**config.mk**
```make
export PLATFORM = sky130hd
export DESIGN_NAME = smi_cmd_ctrl
export DESIGN_NICKNAME = d
export VERILOG_FILES = /design/src/rtl/smi_pkg.sv /design/src/rtl/smi_status_rd.sv /design/src/rtl/smi_cmd_ctrl.sv
export SDC_FILE = /design/constraint.sdc
export NUM_CORES = 1
export LEC_CHECK = 0
export ABC_AREA = 1
export CORE_UTILIZATION = 50
export DETAILED_ROUTE_END_ITERATION = 8
export PLACE_DENSITY_LB_ADDON = 0.12
export SLEW_MARGIN = 10
export SYNTH_ARGS = -nofsm -noshare
export SYNTH_HDL_FRONTEND = slang
export SYNTH_SLANG_ARGS = --single-unit
```
**constraint.sdc**
```tcl
create_clock -name CLK -period 2.1 [get_ports CLK]
set_input_delay 0.315 -clock CLK [delete_from_list [all_inputs] [get_ports CLK]]
set_output_delay 0.315 -clock CLK [all_outputs]
set_load 0.05 [all_outputs]
```
**src/rtl/smi_pkg.sv**
```systemverilog
// smi_pkg: shared command codes, FSM state encodings and status record helper
package smi_pkg;
    localparam logic [7:0] CMD_WRITE  = 8'h01;
    localparam logic [7:0] CMD_STATUS = 8'h02;
    localparam logic [7:0] CMD_SWAP   = 8'h03;
    localparam logic [7:0] MAGIC_DEF  = 8'h45;
    localparam int STATUS_LEN = 4;
    localparam int PTR_W = $clog2(STATUS_LEN);

    typedef enum logic [3:0] {
        ST_IDLE   = 4'd0,
        ST_ADDR_H = 4'd1,
        ST_ADDR_L = 4'd2,
        ST_LEN_H  = 4'd3,
        ST_LEN_L  = 4'd4,
        ST_DATA   = 4'd5
    } state_t;

    function automatic logic [7:0] status_byte(
        input logic [PTR_W-1:0] idx,
        input logic [7:0]       magic,
        input logic             busy,
        input state_t           st,
        input logic [7:0]       err,
        input logic [7:0]       frames
    );
        return idx == PTR_W'(0) ? magic :
               idx == PTR_W'(1) ? {busy, 3'b000, st} :
               idx == PTR_W'(2) ? err : frames;
    endfunction
endpackage

```
**src/rtl/smi_status_rd.sv**
```systemverilog
// smi_status_rd: 4-byte status record served on SMI read strobes
module smi_status_rd
    import smi_pkg::*;
#(
    parameter logic [7:0] MAGIC = MAGIC_DEF
) (
    input  logic       CLK,
    input  logic       reset_n,
    input  logic       clr,
    input  logic       rd_req,
    input  logic       busy,
    input  state_t     state,
    input  logic [7:0] err_count,
    input  logic [7:0] frame_count,
    output logic [7:0] tx_data
);
    logic [PTR_W-1:0] rd_ptr;
    logic [PTR_W-1:0] nxt_ptr;

    assign nxt_ptr = rd_ptr + PTR_W'(1);

    // A STATUS command re-arms the record and wins over a coincident read
    always_ff @(posedge CLK or negedge reset_n) begin
        if (!reset_n) begin
            rd_ptr  <= '0;
            tx_data <= MAGIC;
        end else if (clr) begin
            rd_ptr  <= '0;
            tx_data <= MAGIC;
        end else if (rd_req) begin
            rd_ptr  <= nxt_ptr;
            tx_data <= status_byte(nxt_ptr, MAGIC, busy, state, err_count, frame_count);
        end
    end
endmodule

```
**src/rtl/smi_cmd_ctrl.sv**
```systemverilog
// smi_cmd_ctrl: parses the SMI write-byte stream into framebuffer writes,
// buffer swaps and status arming, with a mid-command idle timeout.
module smi_cmd_ctrl
    import smi_pkg::*;
#(
    parameter int          ADDR_W         = 16,
    parameter int          TIMEOUT_CYCLES = 4096,
    parameter logic [7:0]  MAGIC          = 8'h45
) (
    input  logic              CLK,
    input  logic              reset_n,
    input  logic [7:0]        rx_data,
    input  logic              rx_valid,
    input  logic              rd_req,
    output logic [7:0]        tx_data,
    output logic [ADDR_W-1:0] fb_addr,
    output logic [7:0]        fb_data,
    output logic              fb_we,
    output logic              fb_swap,
    output logic              busy,
    output logic [7:0]        err_count
);
    localparam int TW = $clog2(TIMEOUT_CYCLES + 1);

    state_t            state;
    logic [7:0]        addr_hi;
    logic [7:0]        len_hi;
    logic [7:0]        frame_count;
    logic [ADDR_W-1:0] cur_addr;
    logic [15:0]       remaining;
    logic [TW-1:0]     tmo;
    logic              cmd_idle;
    logic              tmo_hit;
    logic              bad_cmd;
    logic              err_inc;

    assign cmd_idle = rx_valid && state == ST_IDLE;
    assign tmo_hit  = state != ST_IDLE && !rx_valid && tmo == TW'(TIMEOUT_CYCLES - 1);
    assign bad_cmd  = cmd_idle && !(rx_data inside {CMD_WRITE, CMD_STATUS, CMD_SWAP});
    assign err_inc  = bad_cmd || tmo_hit;

    always_ff @(posedge CLK or negedge reset_n) begin
        if (!reset_n) begin
            state       <= ST_IDLE;
            busy        <= 1'b0;
            fb_we       <= 1'b0;
            fb_swap     <= 1'b0;
            fb_addr     <= '0;
            fb_data     <= '0;
            err_count   <= '0;
            frame_count <= '0;
            addr_hi     <= '0;
            len_hi      <= '0;
            cur_addr    <= '0;
            remaining   <= '0;
            tmo         <= '0;
        end else begin
            fb_we   <= 1'b0;
            fb_swap <= 1'b0;
            tmo     <= (state == ST_IDLE || rx_valid || tmo_hit) ? '0 : tmo + TW'(1);
            if (err_inc && err_count != 8'hFF)
                err_count <= err_count + 8'd1;
            if (tmo_hit) begin
                state <= ST_IDLE;
                busy  <= 1'b0;
            end else if (rx_valid) begin
                case (state)
                    ST_IDLE: begin
                        if (rx_data == CMD_WRITE) begin
                            state <= ST_ADDR_H;
                            busy  <= 1'b1;
                        end
                        if (rx_data == CMD_SWAP) begin
                            fb_swap     <= 1'b1;
                            frame_count <= frame_count + 8'd1;
                        end
                    end
                    ST_ADDR_H: begin
                        addr_hi <= rx_data;
                        state   <= ST_ADDR_L;
                    end
                    ST_ADDR_L: begin
                        cur_addr <= ADDR_W'({addr_hi, rx_data});
                        state    <= ST_LEN_H;
                    end
                    ST_LEN_H: begin
                        len_hi <= rx_data;
                        state  <= ST_LEN_L;
                    end
                    ST_LEN_L: begin
                        remaining <= {len_hi, rx_data};
                        state     <= ({len_hi, rx_data} == 16'd0) ? ST_IDLE : ST_DATA;
                        busy      <= {len_hi, rx_data} != 16'd0;
                    end
                    ST_DATA: begin
                        fb_we     <= 1'b1;
                        fb_addr   <= cur_addr;
                        fb_data   <= rx_data;
                        cur_addr  <= cur_addr + ADDR_W'(1);
                        remaining <= remaining - 16'd1;
                        if (remaining == 16'd1) begin
                            state <= ST_IDLE;
                            busy  <= 1'b0;
                        end
                    end
                    default: begin
                        state <= ST_IDLE;
                        busy  <= 1'b0;
                    end
                endcase
            end
        end
    end

    smi_status_rd #(.MAGIC(MAGIC)) u_status (
        .CLK         (CLK),
        .reset_n     (reset_n),
        .clr         (cmd_idle && rx_data == CMD_STATUS),
        .rd_req      (rd_req),
        .busy        (busy),
        .state       (state),
        .err_count   (err_count),
        .frame_count (frame_count),
        .tx_data     (tx_data)
    );
endmodule

```
# Word-level counts from Yosys, hierarchy flattened
# Index checks and enable logic that the tools add are counted.
# totals
input_bits	12
register_bits	118
elab_cells	96
out_inout_bits	43
# classes
muxes	28
eq_ne	16
n_bitwise	1
add_sub_neg	6
reduce_logical	30
# ops
op	n
16-bit case mux with 2 select lines	2
8-bit two-way mux	5
4-bit case mux with 6 select lines	1
3-bit AND reduction	6
16-bit by 1-bit adder with 16-bit output, second input constant	1
8-bit by 1-bit adder with 8-bit output, second input constant	2
16-bit by 1-bit equality test with 1-bit output, second input constant	1
8-bit by 2-bit equality test with 1-bit output, second input constant	2
16-bit zero test	1
4-bit two-way mux	4
16-bit nonzero test	1
16-bit by 1-bit subtractor with 16-bit output, second input constant	1
13-bit by 1-bit adder with 13-bit output, second input constant	1
13-bit by 12-bit equality test with 1-bit output, second input constant	1
13-bit two-way mux	1
1-bit two-way mux	11
4-bit by 2-bit equality test with 1-bit output, second input constant	2
4-bit by 3-bit equality test with 1-bit output, second input constant	2
8-bit by 1-bit equality test with 1-bit output, second input constant	1
8-bit != test, second input constant	1
4-bit AND reduction	2
2-bit nonzero test	4
1-bit logical AND	6
4-bit by 1-bit equality test with 1-bit output, second input constant	1
17 further kinds	21

# Longest topological paths before layout
# depth
word_depth	7
mapped_depth	11
ltp_nobuf	11

# Hierarchy
# From an unflattened synthesis, not the netlist that was laid out.
# unflattened
cells_unflattened	793
hier_area_um2	6238.5
# by_module_without_submodules
mod	cells_per_inst	n_inst	seq_area_each_um2	area_each_um2
smi_cmd_ctrl	699	1	2677.6	5602.9
smi_status_rd	94	1	254.0	635.6

# Least setup slack after synthesis
# Ideal clock, no wire load.
# synth_path
path_type	flip-flop to flip-flop
from	reg err_count[1]
to	reg err_count[2]
slack_ns	0.367
arrival_ns	1.667
setup_time_ns	0.066
path_buffers	0
path_stages_with_launch	8
required_time_ns	2.034
period_less_slack_ns	1.733
cell_sequence	dfrtp_1 -> ha_1 -> nand4_1 -> nor2_1 -> nand2_1 -> nand2_2 -> nand2_1 -> nand2_1
# synth_between
elab_chain_len	2
word_cells_on_any_way	3
cone_classes	1 x add/sub; 1 x eq/ne; 1 x reduce/logical
# synth_rtl
item	line_no	source
start: declaration	smi_cmd_ctrl.sv:21	output logic [7:0] err_count
start signal: assignment	smi_cmd_ctrl.sv:62	err_count <= err_count + 8'd1;
parallel branches: the longest is 2 deep, another holds 8-bit by 1-bit adder with 8-bit output	-	
# Several ways; the timed one is not identified.
# A chain may end at the register's enable or synchronous reset.

# Final worst setup path
# layout_path
from	reg u_status.tx_data[0]
to	out tx_data[0]
# layout_lines
item	line_no	source
start: declaration	smi_status_rd.sv:15	output logic [7:0] tx_data
start signal: assignment	smi_status_rd.sv:32	tx_data <= status_byte(nxt_ptr, MAGIC, busy, state, err_count, frame_count);
end: declaration	smi_cmd_ctrl.sv:15	output logic [7:0] tx_data,
# No word-level cell between the ends.

==> run summary <==
The sequential fraction of design power is 33.1%, and the area enclosed by the die boundary is 12910 sq um. The power density of the placed cells is 1488 nW/um^2. The tools report the number of H-tree levels as 4. The maximum fanout along the worst path is 2. The count of nets left with antenna violations once routing finished came out at 0.

The total internal power is 6.569 mW. The critical path is of the flop to output port type. The tools report the total non-filler cell area in the finished layout as 7626 sq um. The placed instances occupy a cell area of 7013 sq um. The critical path endpoint category was an output port. The cell family contributing the most delay on the critical path is buffers and inverters. Summing the areas of all and, or, nand and nor instances in the mapped netlist gives 27.21% of the synthesized area.

The total overflow left after global routing is 0. The via-per-instance ratio was 5.250. Summed over all cells, the static leakage comes to 3.728 nW. After clock tree synthesis, the clock-pin slew on the worst setup and hold paths is 0.05 ns.

The final setup violation count is 0, and the normalized max-slew margin is 62.70%. The max-slew violation count is 0, and the routability congestion estimate is 0.9058. The maximum clock frequency was 487.4 MHz; the net switching power was 4.782 mW. The xor/xnor cell area share of the yosys netlist is 3.093%, and the largest stage delay on the critical path is 0.80 ns. Data arrives at the worst endpoint at 1.74 ns. 0 antenna diodes ended up in the layout. The clock skew after layout was 0.007209 ns; the post-route clock period utilization was 97.70%.

On the critical path, the stage with the largest delay is an instance of clkdlybuf4s50_1. After detailed routing, the number of remaining DRC violations is 0. STA puts the critical path data required time at 1.78 ns.

The share of power burned in combinational logic was 41.0%; the total negative setup slack was 0 ns. The number of global-route vias before repair was 5260. Of the total power, the share spent switching nets is 42.13%. Counting the fill cells in the layout gives 1059. In the synthesized netlist, the number of instances is 801.

Worst-skew pair later-pin latency: 0.42 ns. The netlist uses 44 different library cells. The synthesized design contains 117 register bits.

In the synthesized netlist, mux cells make up 0% of the area. Clock tree synthesis selected as its root buffer the cell clkbuf_16. In this run the standard cell core region covers 12060 sq um. The tools report the final wirelength as 15010 um. The number of buffer cells added on primary ports is 54, and the relative area change from synthesis to final layout is 22.41%. The synthesized netlist devotes 13.01% of its cell area to compound gates. The tools report the initial antenna violation count as 0.

The total track usage was 25.16%; the final routed wire length divided by cell count was 14.27 um. The logs give 6230 sq um for the area of the mapped netlist and 0 for the number of warnings issued by yosys. The first routing iteration left 399 violations.

The number of max-cap violations came out at 0. At the end of the flow, the number of nets in the layout was 892. Worst path buffer plus inverter count: 1.

The worst hold path belongs to the class input port to asynchronous set/reset pin. Initial cell density of the core: 51.65%. The tools report the number of hold violations in the final report as 0. The floorplan step set the die width to 113.6 um. The number of nets handed over by synthesis was 822.

The first global-routing pass estimated 25260 um of wire. The run finished with clean final reports. Setup repair after global routing left no endpoint under its margin. Summing over every cut layer, the via total after detailed routing is 5523. Number of placement rows: 40. The combinational family with the most area after synthesis is simple AND/OR/NAND/NOR gates. The pin count of the biggest net entering global routing came out at 48.

The post-detailed-placement half-perimeter wirelength is 10790 um. TritonCTS built the clock tree. The share of total power dissipated in the clock network is 25.8%. At the pin with the least slew margin, the transition time is 0.5552 ns. Traced cell by cell, the critical path runs through clkdlybuf4s50_1.

In this run the vertical extent of the chip is 113.6 um. In this run the deepest clock path goes through 2 buffers. The share of the Yosys chip area taken by registers is 47.06%. For this design the top-level I/O count stands at 55.

The type of origin of the critical path was a flop. The first detailed-routing pass ran for 5 iterations. The run gives 0.7559 mV as the peak supply drop.

Share of layout cells above drive strength 1: 9.502%. A synthesized cell averages 7.777 sq um. Clock sink count: 117. TritonCTS created 17 clock buffers.

The synthesized netlist devotes 1.808% of its cell area to adder and majority cells. The worst path in the final design needs a cycle of 2.052 ns, including I/O delays and setup.
[power by group through the flow]
stage | logic [mW] | registers [mW] | clock network (mW)
final | 4.66 | 3.76 | 2.93
after global routing | 5.15 | 3.87 | 3.08
after CTS | 4.66 | 3.76 | 2.96
after detailed placement | 4.62 | 3.78 | 0
after global placement | 4.56 | 3.75 | 0
after floorplan | 2.34 | 4.64 | 0
[cell usage in the layout (no fill, tap or decap), types with 3 or more instances in the layout]
| cell type | synthesis | final |
|---|---|---|
| dfrtp_1 | 114 | 114 |
| inv_2 | 6 | 6 |
| nand4_1 | 8 | 8 |
| inv_1 | 85 | 85 |
| o22ai_1 | 4 | 4 |
| nor3_1 | 13 | 13 |
| clkbuf_8 | 0 | 3 |
| clkdlybuf4s50_1 | 0 | 52 |
| clkbuf_16 | 0 | 17 |
| dfstp_2 | 3 | 3 |
| xnor2_1 | 7 | 7 |
| bufinv_16 | 0 | 3 |
| buf_4 | 3 | 18 |
| nor2_4 | 3 | 3 |
| xor2_1 | 15 | 15 |
| o211ai_1 | 5 | 5 |
| nand2_1 | 222 | 222 |
| o21ai_2 | 5 | 5 |
| a22oi_1 | 4 | 4 |
| nand3_1 | 59 | 59 |
| a21oi_1 | 25 | 25 |
| ha_1 | 9 | 9 |
| o21ai_1 | 9 | 9 |
| a31oi_1 | 7 | 7 |
| clkinv_2 | 0 | 8 |
| o21ai_0 | 76 | 76 |
| nor2_1 | 75 | 75 |
[synthesized netlist by cell type, drive strengths merged]
master  instances  area share (%)
a31oi           7            0.70
ha              9             1.8
nand4           8            0.80
dfstp           3             1.3
inv            93             5.7
nor3           14             1.2
nand3b          1            0.12
xnor2           7            0.98
clkbuf         10            0.60
a22oi           4            0.48
o211ai          5            0.60
a21oi          26             2.1
o21bai          1            0.12
o21a            1            0.12
a32oi           1            0.26
a211oi          1            0.12
nor2           81             5.6
nand2         227              14
xor2           15             2.1
o22ai           4            0.40
dfrtp         114              46
a21boi          1            0.12
or2             2            0.20
nand3          60             4.9
o21ai          90             7.5
a22o            2            0.28
o31ai           1            0.12
buf            13             1.5
[logic make-up (layout without fill, tap and decap cells)]
logic type               count (synthesis)  count (layout)
buffers and inverters                  116             199
AND/OR/NAND/NOR                        393             393
adder cells (fa/ha/maj)                  9               9
flip-flops                             117             117
AO/OA/AOI/OAI                          144             144
XOR/XNOR                                22              22
[cell type report]
cell class                 count  area [sq um]  share of cell area [%]
clock buffer                  21         470.5                   6.169
timing repair buffer          74         718.2                   9.418
multi-input combinational    568          2811                   36.87
inverter                      93         354.1                   4.643
clock inverter                11         130.1                   1.706
sequential                   117          2932                   38.44
tap                          168         210.2                   2.756
[metrics by stage]
stage | std cells | hold WS (ns) | power (mW) | utilization (%) | setup WS (ns)
floorplan | 801 | 0.01941 | 6.988 | - | 0.3671
global placement | 1019 | 0.2509 | 8.306 | 58.14 | 0.1470
detailed placement | 1019 | 0.2587 | 8.399 | 58.14 | 0.09742
CTS | 1052 | 0.3595 | 11.38 | 63.21 | 0.02713
global route | 1052 | 0.3776 | 12.10 | 63.23 | 0.006668
finish | 1052 | 0.3518 | 11.35 | 63.23 | 0.04835
[final timing paths]
kind / from / endpoint / slack, ns / cells after the start
worst max-delay path: u_status.tx_data[0]$_DFFE_PN1P_ / tx_data[0] / 0.05 / 1
worst min register to register: u_status.tx_data[2]$_DFFE_PN1P_ / u_status.tx_data[2]$_DFFE_PN1P_ / 0.46 / 2
min in group CLK: u_status.tx_data[2]$_DFFE_PN1P_ / u_status.tx_data[2]$_DFFE_PN1P_ / 0.46 / 2
max in group asynchronous: reset_n / err_count[3]$_DFFE_PN0P_ / 1.05 / 3
worst min-delay path: reset_n / remaining[3]$_DFFE_PN0P_ / 0.35 / 2
worst max register to register: tmo[0]$_DFF_PN0_ / err_count[5]$_DFFE_PN0P_ / 0.31 / 10
[flip-flops by register name, summed over array words and instances, names as in the netlist]
signal and cells:
addr_hi 8, busy 1, cur_addr 16, err_count 8, fb_addr 16, fb_data 8, fb_swap 1, fb_we 1
frame_count 8, len_hi 8, remaining 16, state 3, tmo 13, u_status.rd_ptr 2, u_status.tx_data 8
[per-layer routing]
metal  global-route usage, %  part of all wire [%]  vias to the layer above  routed length, um
met4                   7.456                   1.3                        0                188
met1                   31.94                    45                     2615               6828
met3                   6.854                   4.9                       19                728
met2                   42.07                    48                      156               7262
met5                       0                     0                        -                  0
li1                        -                     -                     2733                  -
[what timing repair did]
action                                  in CTS  in global routing
gates resized for setup                      0                  1
endpoints found under the setup margin       0                  1
endpoints found under the hold margin       23                  0
setup buffers                                0                  0
hold buffers                                 1                  0
(Power assumes the default switching activity.)
